<file path="config.mk">
export PLATFORM = sky130hd
export DESIGN_NAME = wb_regfile_flat
export DESIGN_NICKNAME = d
export VERILOG_FILES = /design/src/rtl/wb_regfile_pkg.sv /design/src/rtl/wb_regfile_if.sv /design/src/rtl/wb_regfile_read_port.sv /design/src/rtl/wb_regfile.sv /design/src/flat_wrapper.sv
export SDC_FILE = /design/constraint.sdc
export NUM_CORES = 2
export LEC_CHECK = 0
export BUFFER_PORTS_ARGS = -buffer_cell sky130_fd_sc_hd__buf_2
export CORE_MARGIN = 3
export CORE_UTILIZATION = 30
export CTS_BUF_LIST = sky130_fd_sc_hd__clkbuf_16
export CTS_CLUSTER_DIAMETER = 200
export CTS_CLUSTER_SIZE = 28
export DETAILED_ROUTE_END_ITERATION = 10
export GPL_TIMING_DRIVEN = 0
export PLACE_DENSITY = 0.49
export SETUP_SLACK_MARGIN = 0.3
export SYNTH_ARGS = -nofsm -noshare
export SYNTH_HDL_FRONTEND = slang
export SYNTH_HIERARCHICAL = 1
export SYNTH_SLANG_ARGS = --single-unit
</file>
<file path="constraint.sdc">
create_clock -name clk_i -period 2.25 [get_ports clk_i]
set_clock_uncertainty 0.15 [all_clocks]
set_input_delay 0.45 -clock clk_i [delete_from_list [all_inputs] [get_ports clk_i]]
set_output_delay 0.45 -clock clk_i [all_outputs]
set_load 0.05 [all_outputs]
</file>
<file path="src/rtl/wb_regfile_pkg.sv">
// ============================================================================
// wb_regfile_pkg : shared widths, control-bit indices and types for the
//                  write-back stage / register file.  Rev 1.0
// ============================================================================
`default_nettype none

package wb_regfile_pkg;

  localparam int WIDTH           = 32;
  localparam int R_WIDTH         = 5;
  localparam int WB_CTRL_WIDTH   = 2;
  localparam int DEPTH           = 1 << R_WIDTH;
  localparam int CNT_WIDTH       = 32;

  localparam int WB_REGWRITE_BIT = 0;
  localparam int WB_MEMTOREG_BIT = 1;

  typedef logic [WIDTH-1:0]         word_t;
  typedef logic [R_WIDTH-1:0]       reg_addr_t;
  typedef logic [WB_CTRL_WIDTH-1:0] wb_ctrl_t;
  typedef logic [CNT_WIDTH-1:0]     count_t;

  // A write to r0 never commits, so it is not an effective write at all.
  function automatic logic wb_write_en(input wb_ctrl_t ctrl, input reg_addr_t rd);
    return ctrl[WB_REGWRITE_BIT] && (rd != '0);
  endfunction

  function automatic word_t wb_select(input wb_ctrl_t ctrl, input word_t load_data,
                                      input word_t alu_result);
    return ctrl[WB_MEMTOREG_BIT] ? load_data : alu_result;
  endfunction

endpackage

`default_nettype wire

</file>
<file path="src/rtl/wb_regfile_if.sv">
// ============================================================================
// wb_regfile_if : MEM/WB inputs, ID-stage read ports and debug outputs of the
//                 register file, bundled with master/slave modports.  Rev 1.0
// ============================================================================
`default_nettype none

interface wb_regfile_if;
  import wb_regfile_pkg::*;

  wb_ctrl_t  WB_ctrl_i;
  word_t     read_data_i;
  word_t     result_i;
  reg_addr_t rd_i;
  reg_addr_t rs_addr_i;
  reg_addr_t rt_addr_i;

  word_t     rs_data_o;
  word_t     rt_data_o;
  word_t     wb_data_o;
  logic      wb_we_o;
  count_t    wr_count_o;

  modport master (
    output WB_ctrl_i, read_data_i, result_i, rd_i, rs_addr_i, rt_addr_i,
    input  rs_data_o, rt_data_o, wb_data_o, wb_we_o, wr_count_o
  );

  modport slave (
    input  WB_ctrl_i, read_data_i, result_i, rd_i, rs_addr_i, rt_addr_i,
    output rs_data_o, rt_data_o, wb_data_o, wb_we_o, wr_count_o
  );

endinterface

`default_nettype wire

</file>
<file path="src/rtl/wb_regfile_read_port.sv">
// ============================================================================
// wb_read_port : one combinational register-file read port with r0 forcing.
//                Optional write-through under REGFILE_BYPASS_EN.  Rev 1.0
// ============================================================================
`default_nettype none

module wb_read_port
  import wb_regfile_pkg::*;
(
  input  reg_addr_t addr_i,
  input  word_t     regs_i [DEPTH],
`ifdef REGFILE_BYPASS_EN
  input  logic      wb_we_i,
  input  reg_addr_t rd_i,
  input  word_t     wb_data_i,
`endif
  output word_t     data_o
);

  word_t w_data;

  always_comb begin
    w_data = regs_i[addr_i];
`ifdef REGFILE_BYPASS_EN
    // wb_we_i already excludes r0, so the zero force below stays authoritative.
    if (wb_we_i && (addr_i == rd_i)) begin
      w_data = wb_data_i;
    end
`endif
    if (addr_i == '0) begin
      w_data = '0;
    end
  end

  assign data_o = w_data;

endmodule

`default_nettype wire

</file>
<file path="src/rtl/wb_regfile.sv">
// ============================================================================
// wb_regfile : MIPS write-back mux, 32-entry register file and committed-write
//              counter.  Optional macro: REGFILE_BYPASS_EN.  Rev 1.0
// ============================================================================
`default_nettype none

module wb_regfile
  import wb_regfile_pkg::*;
(
  input  logic          clk_i,
  input  logic          rst_n_i,
  wb_regfile_if.slave   bus
);

  word_t  w_wb_data;
  logic   w_wb_we;
  word_t  r_regs [DEPTH];
  count_t r_wr_count;

  assign w_wb_data = wb_select(bus.WB_ctrl_i, bus.read_data_i, bus.result_i);
  assign w_wb_we   = wb_write_en(bus.WB_ctrl_i, bus.rd_i);

  always_ff @(posedge clk_i or negedge rst_n_i) begin
    if (!rst_n_i) begin
      for (int i = 0; i < DEPTH; i++) begin
        r_regs[i] <= '0;
      end
    end else if (w_wb_we) begin
      r_regs[bus.rd_i] <= w_wb_data;
    end
  end

  // Free-running wrap past all-ones is intentional; no saturation.
  always_ff @(posedge clk_i or negedge rst_n_i) begin
    if (!rst_n_i) begin
      r_wr_count <= '0;
    end else if (w_wb_we) begin
      r_wr_count <= r_wr_count + count_t'(1);
    end
  end

  wb_read_port u_rs_port (
    .addr_i    (bus.rs_addr_i),
    .regs_i    (r_regs),
`ifdef REGFILE_BYPASS_EN
    .wb_we_i   (w_wb_we),
    .rd_i      (bus.rd_i),
    .wb_data_i (w_wb_data),
`endif
    .data_o    (bus.rs_data_o)
  );

  wb_read_port u_rt_port (
    .addr_i    (bus.rt_addr_i),
    .regs_i    (r_regs),
`ifdef REGFILE_BYPASS_EN
    .wb_we_i   (w_wb_we),
    .rd_i      (bus.rd_i),
    .wb_data_i (w_wb_data),
`endif
    .data_o    (bus.rt_data_o)
  );

  assign bus.wb_data_o  = w_wb_data;
  assign bus.wb_we_o    = w_wb_we;
  assign bus.wr_count_o = r_wr_count;

endmodule

`default_nettype wire

</file>
<file path="src/flat_wrapper.sv">
// flat-port wrapper written by rule: the top's interface ports become plain ports
module wb_regfile_flat import wb_regfile_pkg::*;
  (clk_i, rst_n_i, bus_WB_ctrl_i, bus_read_data_i, bus_result_i, bus_rd_i, bus_rs_addr_i, bus_rt_addr_i, bus_rs_data_o, bus_rt_data_o, bus_wb_data_o, bus_wb_we_o, bus_wr_count_o);
  wb_regfile_if bus_i ();
  input  logic clk_i;
  input  logic rst_n_i;
  input wire logic [$bits(bus_i.WB_ctrl_i)-1:0] bus_WB_ctrl_i;
  input wire logic [$bits(bus_i.read_data_i)-1:0] bus_read_data_i;
  input wire logic [$bits(bus_i.result_i)-1:0] bus_result_i;
  input wire logic [$bits(bus_i.rd_i)-1:0] bus_rd_i;
  input wire logic [$bits(bus_i.rs_addr_i)-1:0] bus_rs_addr_i;
  input wire logic [$bits(bus_i.rt_addr_i)-1:0] bus_rt_addr_i;
  output wire logic [$bits(bus_i.rs_data_o)-1:0] bus_rs_data_o;
  output wire logic [$bits(bus_i.rt_data_o)-1:0] bus_rt_data_o;
  output wire logic [$bits(bus_i.wb_data_o)-1:0] bus_wb_data_o;
  output wire logic [$bits(bus_i.wb_we_o)-1:0] bus_wb_we_o;
  output wire logic [$bits(bus_i.wr_count_o)-1:0] bus_wr_count_o;
  assign bus_i.WB_ctrl_i = bus_WB_ctrl_i;
  assign bus_i.read_data_i = bus_read_data_i;
  assign bus_i.result_i = bus_result_i;
  assign bus_i.rd_i = bus_rd_i;
  assign bus_i.rs_addr_i = bus_rs_addr_i;
  assign bus_i.rt_addr_i = bus_rt_addr_i;
  assign bus_rs_data_o = bus_i.rs_data_o;
  assign bus_rt_data_o = bus_i.rt_data_o;
  assign bus_wb_data_o = bus_i.wb_data_o;
  assign bus_wb_we_o = bus_i.wb_we_o;
  assign bus_wr_count_o = bus_i.wr_count_o;
  wb_regfile u_core (.clk_i(clk_i), .rst_n_i(rst_n_i), .bus(bus_i));
endmodule
</file>
Word level (Yosys, flattened, before mapping)
Index checks and enable logic that the tools add are counted.
{"block": "totals", "romBits": 0, "input_bits": 83, "wordCells": 58, "register_bits": 1056, "output_inout_bits": 129, "latchBits": 0, "ram_bits": 0, "n_memories": 0}
{"block": "classes", "n_reduce_logical": 5, "n_lt_le_gt_ge": 4, "addsub": 1, "shifts": 0, "n_div": 0, "n_bitwise": 3, "n_eq_ne": 0, "n_mul": 0, "n_mux": 12}
{"op": "bitwise mux 1024 bit", "n": 1}
{"op": "binary-select mux 32 bit (select 5 bit)", "n": 2}
{"op": "2-to-1 mux 32 bit", "n": 8}
{"op": "demux 32 bit (select 5 bit)", "n": 1}
{"op": "adder 32 x 1 -> 32 bit (second input constant)", "n": 1}
{"op": "greater-or-equal comparator 6 bit (second input constant)", "n": 3}
{"op": "inverter 5 -> 6 bit", "n": 3}
{"op": "logical NOT 5 bit", "n": 2}
{"op": "less-than comparator 6 x 1 -> 1 bit (second input constant)", "n": 1}
{"op": "nonzero test 5 bit", "n": 1}
{"op": "logical AND 1 bit", "n": 2}

Depth between registers and ports, before layout
{"block": "depth", "word_depth": 6, "ltp_mapped": 7, "ltp_nobuf": 5}

Modules after synthesis
The synthesis kept the hierarchy.
{"mod": "wb_regfile", "instances": 1, "cells_each": 3589, "seq_area_each_um2": 26425.3, "area_each_um2": 37938.9}
{"mod": "wb_read_port", "instances": 2, "cells_each": 664, "seq_area_each_um2": 0.0, "area_each_um2": 8368.0}

Least setup slack after synthesis
No wires, ideal clock.
{"block": "synth_timing", "path_kind": "in2out", "startpoint": "input port bus_rs_addr_i[0]", "endpoint": "output port bus_rs_data_o[10]", "t_arrival_ps": 2713, "stages": 7, "slack_ps": -1063, "required_ps": 1650, "path_buffers": 4, "cell_sequence": "buf_4 > inv_2 > buf_4 > buf_4 > clkbuf_1 > o2111ai_1 > a311oi_1"}
{"block": "synth_via", "elab_chain_len": 5, "word_cells_on_any_way": 6, "classes_between": "4 x mux; 1 x bitwise; 1 x reduce/logical"}
{"element": "start, declared", "line": "flat_wrapper.sv:11", "text": "input wire logic [$bits(bus_i.rs_addr_i)-1:0] bus_rs_addr_i;"}
{"element": "inverter 5 -> 6 bit (implied by the code)", "line": "wb_regfile_read_port.sv:23", "text": "w_data = regs_i[addr_i];"}
{"element": "binary-select mux 32 bit (select 5 bit)", "line": "wb_regfile_read_port.sv:23"}
{"element": "2-to-1 mux 32 bit (implied by the code) (2 in series)", "line": "wb_regfile_read_port.sv:23"}
{"element": "2-to-1 mux 32 bit *", "line": "wb_regfile_read_port.sv:30", "text": "if (addr_i == '0) begin"}
{"element": "end, declared", "line": "flat_wrapper.sv:13", "text": "output wire logic [$bits(bus_i.rs_data_o)-1:0] bus_rs_data_o;"}
Mark *: on every way between the ends. The rest lies on a longest branch, timed or not. The select of a mux whose other input is x is not followed.

Final worst setup path
{"block": "layout_timing", "startpoint": "input port bus_rs_addr_i[0]", "endpoint": "output port bus_rs_data_o[23]"}
The elaborated chain is that of the path after synthesis.

==> flow_summary.json <==
{
  "die_w_um": 433,
  "cts_tree": "done",
  "period_minus_slack_ns": 3.13,
  "totalWireLength_um": 283000,
  "yosys_warnings": 6,
  "netlist_instances": 4917,
  "layout.nets": 5448,
  "vias": 47100,
  "clk_pin_slew_ns": 0.11,
  "synth.avg_cell_area_sq_um": 11.1,
  "wl_per_cell_um": 36.5,
  "slew_violations": 0,
  "die_h_um": 433,
  "cts_sinks": 1056,
  "final_common_cell": "dfrtp_1",
  "grt-ovfl-total": 0,
  "start_util_pct": 30.2,
  "p_seq_share_pct": 48.6,
  "ys.flop_type": "dfrtp_1",
  "synth_fa_ha_area_share_pct": 0.0229,
  "use_met2_pct": 44.5,
  "antenna_left": 0,
  "grtUsageMet1_pct": 38.0,
  "met3_usage_pct": 7.93,
  "routabilityCongestion": 0.938,
  "clockRootBuffer": "clkbuf_16",
  "tightest_slew_ns": 0.970,
  "synth_simple_gate_area_share_pct": 9.22,
  "critPathLaunchType": "input port",
  "cts_buffers": 43,
  "cts_buffer_depth": 3,
  "worst-endpoint-required_ns": 1.65,
  "syn-num-nets": 5001,
  "path_class": "in2out",
  "htreeDepth": 2,
  "hold_viol": 133,
  "seq_area_frac_synth_pct": 48.3,
  "core-area_sq_um": 181000,
  "std_cell_rows": 156,
  "fin_tns_setup_ns": -49.22,
  "via_per_inst": 6.09,
  "rsz0062_at_grt": "true",
  "drtPass1Iterations": 5,
  "drc": 0,
  "grt_pass1_wl_um": 384000,
  "cap_viol_max_count": 0,
  "setup_viol": 69,
  "grt_start_max_net_pins": 158,
  "detailed_place_hpwl_um": 196000,
  "final_cell_area_sq_um": 68600,
  "antenna_found_initial": 9,
  "final_cells": 7744,
  "p_sw_mw": 18.9,
  "p_per_area_nw_per_um2": 779,
  "p_leak_nw": 28.6,
  "ys_types": 55,
  "syn_area_sq_um": 54700,
  "async_flop_share_pct": 100,
  "top_usage_layer": "met2",
  "slew_headroom_pct": 35.4,
  "layout_setup_ws_ns": -0.879,
  "vdd_drop_max_v": 0.000940,
  "pwr-share-comb_pct": 32.3,
  "dp.cells": 7493,
  "io_pins": 212,
  "p_clk_share_pct": 19.1,
  "area_delta_synth_final_pct": 25.5,
  "holdWs_ns": -0.416,
  "p_sw_share_pct": 35.4,
  "synth-compound-area-share_pct": 14.1,
  "internal_power_mw": 34.5,
  "synthXorXnorAreaFrac_pct": 0.497,
  "status": "finished, violations left",
  "clk-insertion-delay-late_ns": 0.70,
  "place_ws_ns": -1.74,
  "dpl_cell_area_sq_um": 61300,
  "timing.fmax_mhz": 320,
  "portBuffers": 199,
  "grt_use_total_pct": 29.7,
  "utilization_pct": 37.9,
  "grt_pass1_vias": 46000,
  "cp_max_fo": 10,
  "drtIter0Drc": 6034,
  "die_area_sq_um": 187000,
  "synth-edff-count": 0,
  "drive_above_1_share_pct": 34.6,
  "final_cell_mix": "1033 x dfrtp_1, 621 x nand2_1, 561 x o21ai_0",
  "postCtsHoldBufs": 1,
  "min_path_type": "in2async",
  "violations": "hold timing, setup timing",
  "crit_path_end_kind": "primary output",
  "yosys-mux-area-fraction_pct": 22.7,
  "ys_seq_elements": 1056,
  "worstPathArrival_ns": 2.53,
  "synth_top_family_by_area": "multiplexers",
  "fin_crit_sh_pct": 139
}
-- Yosys cell counts, types with 6 or more instances --
cell	n	area share [%]
nor2_1	428	2.9
mux4_2	448	18
and3_1	6	0.069
nand4_1	12	0.14
o21ai_0	565	5.2
mux2_2	65	1.3
nand3_1	12	0.11
o2111ai_1	16	0.26
xnor2_1	15	0.24
nor2_2	10	0.11
a22oi_1	64	0.88
buf_2	124	1.1
buf_4	42	0.58
inv_1	35	0.24
a21oi_1	416	3.8
dfrtp_1	1056	48
clkbuf_1	319	2.2
xor2_1	16	0.26
o21ai_1	121	1.1
nor2b_1	66	0.76
clkbuf_4	6	0.082
a221oi_1	48	0.77
buf_6	39	0.80
mux2i_1	160	2.9
a211oi_1	64	0.88
a311oi_1	60	0.96
nand2_1	633	4.3
-- state kept, by name, indices dropped and copies added, names as in the netlist --
name / count
u_core/r_regs: 1024
u_core/bus.wr_count_o: 32
-- power groups by stage --
stage / logic (mW) / registers, mW / clock network (mW)
after global routing: 18.3 / 26.5 / 10.9
after floorplan: 10.5 / 25.5 / 0
after detailed placement: 14.8 / 26.2 / 0
after CTS: 16.5 / 25.8 / 10.4
final: 17.3 / 26.0 / 10.2
after global placement: 14.5 / 26.0 / 0
-- logic make-up (layout without fill, tap and decap cells) --
logic type	after synthesis	count (layout)
AO/OA/AOI/OAI	1363	1363
XOR/XNOR	31	31
adder cells (fa/ha/maj)	1	1
buffers and inverters	576	1026
flip-flops	1056	1056
multiplexers	673	673
other	0	7
AND/OR/NAND/NOR	1217	1217
-- what timing repair did --
action,in CTS,in global routing
gates cloned,11,2
setup endpoints to repair,1105,1117
resized for setup,826,338
endpoints found under the hold margin,135,133
pin swaps,96,53
setup buffers,106,75
-- per-stage QoR --
step                total power, mW  hold WS [ns]
global placement               40.5         0.302
global route                   55.7        -0.359
CTS                            52.7        -0.375
floorplan                      36.0       0.00441
finish                         53.4        -0.416
detailed placement             41.0         0.308
-- layout make-up --
type	count	area (sq um)
Inverter	37	273
Timing Repair Buffer	402	4180
Clock inverter	3	16.3
Sequential cell	1056	26500
Clock buffer	45	1130
Antenna cell	7	17.5
Buffer	539	4370
Multi-Input combinational cell	3285	29200
Fill cell	17700	112000
Tap cell	2370	2970
-- layer usage --
layer | up-vias | wire [um]
met4 | 0 | 22100
met1 | 24800 | 108000
met3 | 702 | 29100
li1 | 18700 | -
met5 | - | 0
met2 | 2931 | 124000
-- critical path, stage by stage --
cell	delay, ns
buf_8	0.15
inv_2	0.08
buf_6	0.21
clkbuf_2	0.56
o21ai_1	0.27
a311oi_4	0.54
buf_6	0.23
-- final timing paths --
kind | start | end | slack [ns] | cells after the start
max | bus_rs_addr_i[0] | bus_rs_data_o[23] | -0.88 | 7
min | rst_n_i | u_core/r_regs[357]$_DFFE_PN0P_ | -0.42 | 1
max reg2reg | u_core/bus.wr_count_o[9]$_DFFE_PN0P_ | u_core/bus.wr_count_o[22]$_DFFE_PN0P_ | 0.34 | 4
min reg2reg | u_core/bus.wr_count_o[31]$_DFFE_PN0P_ | u_core/bus.wr_count_o[31]$_DFFE_PN0P_ | 0.33 | 1
max in group asynchronous | rst_n_i | u_core/r_regs[177]$_DFFE_PN0P_ | 0.60 | 4
min in group clk_i | bus_result_i[21] | u_core/r_regs[597]$_DFFE_PN0P_ | 0.08 | 4
No activity file was read; power rests on OpenSTA's default activity.
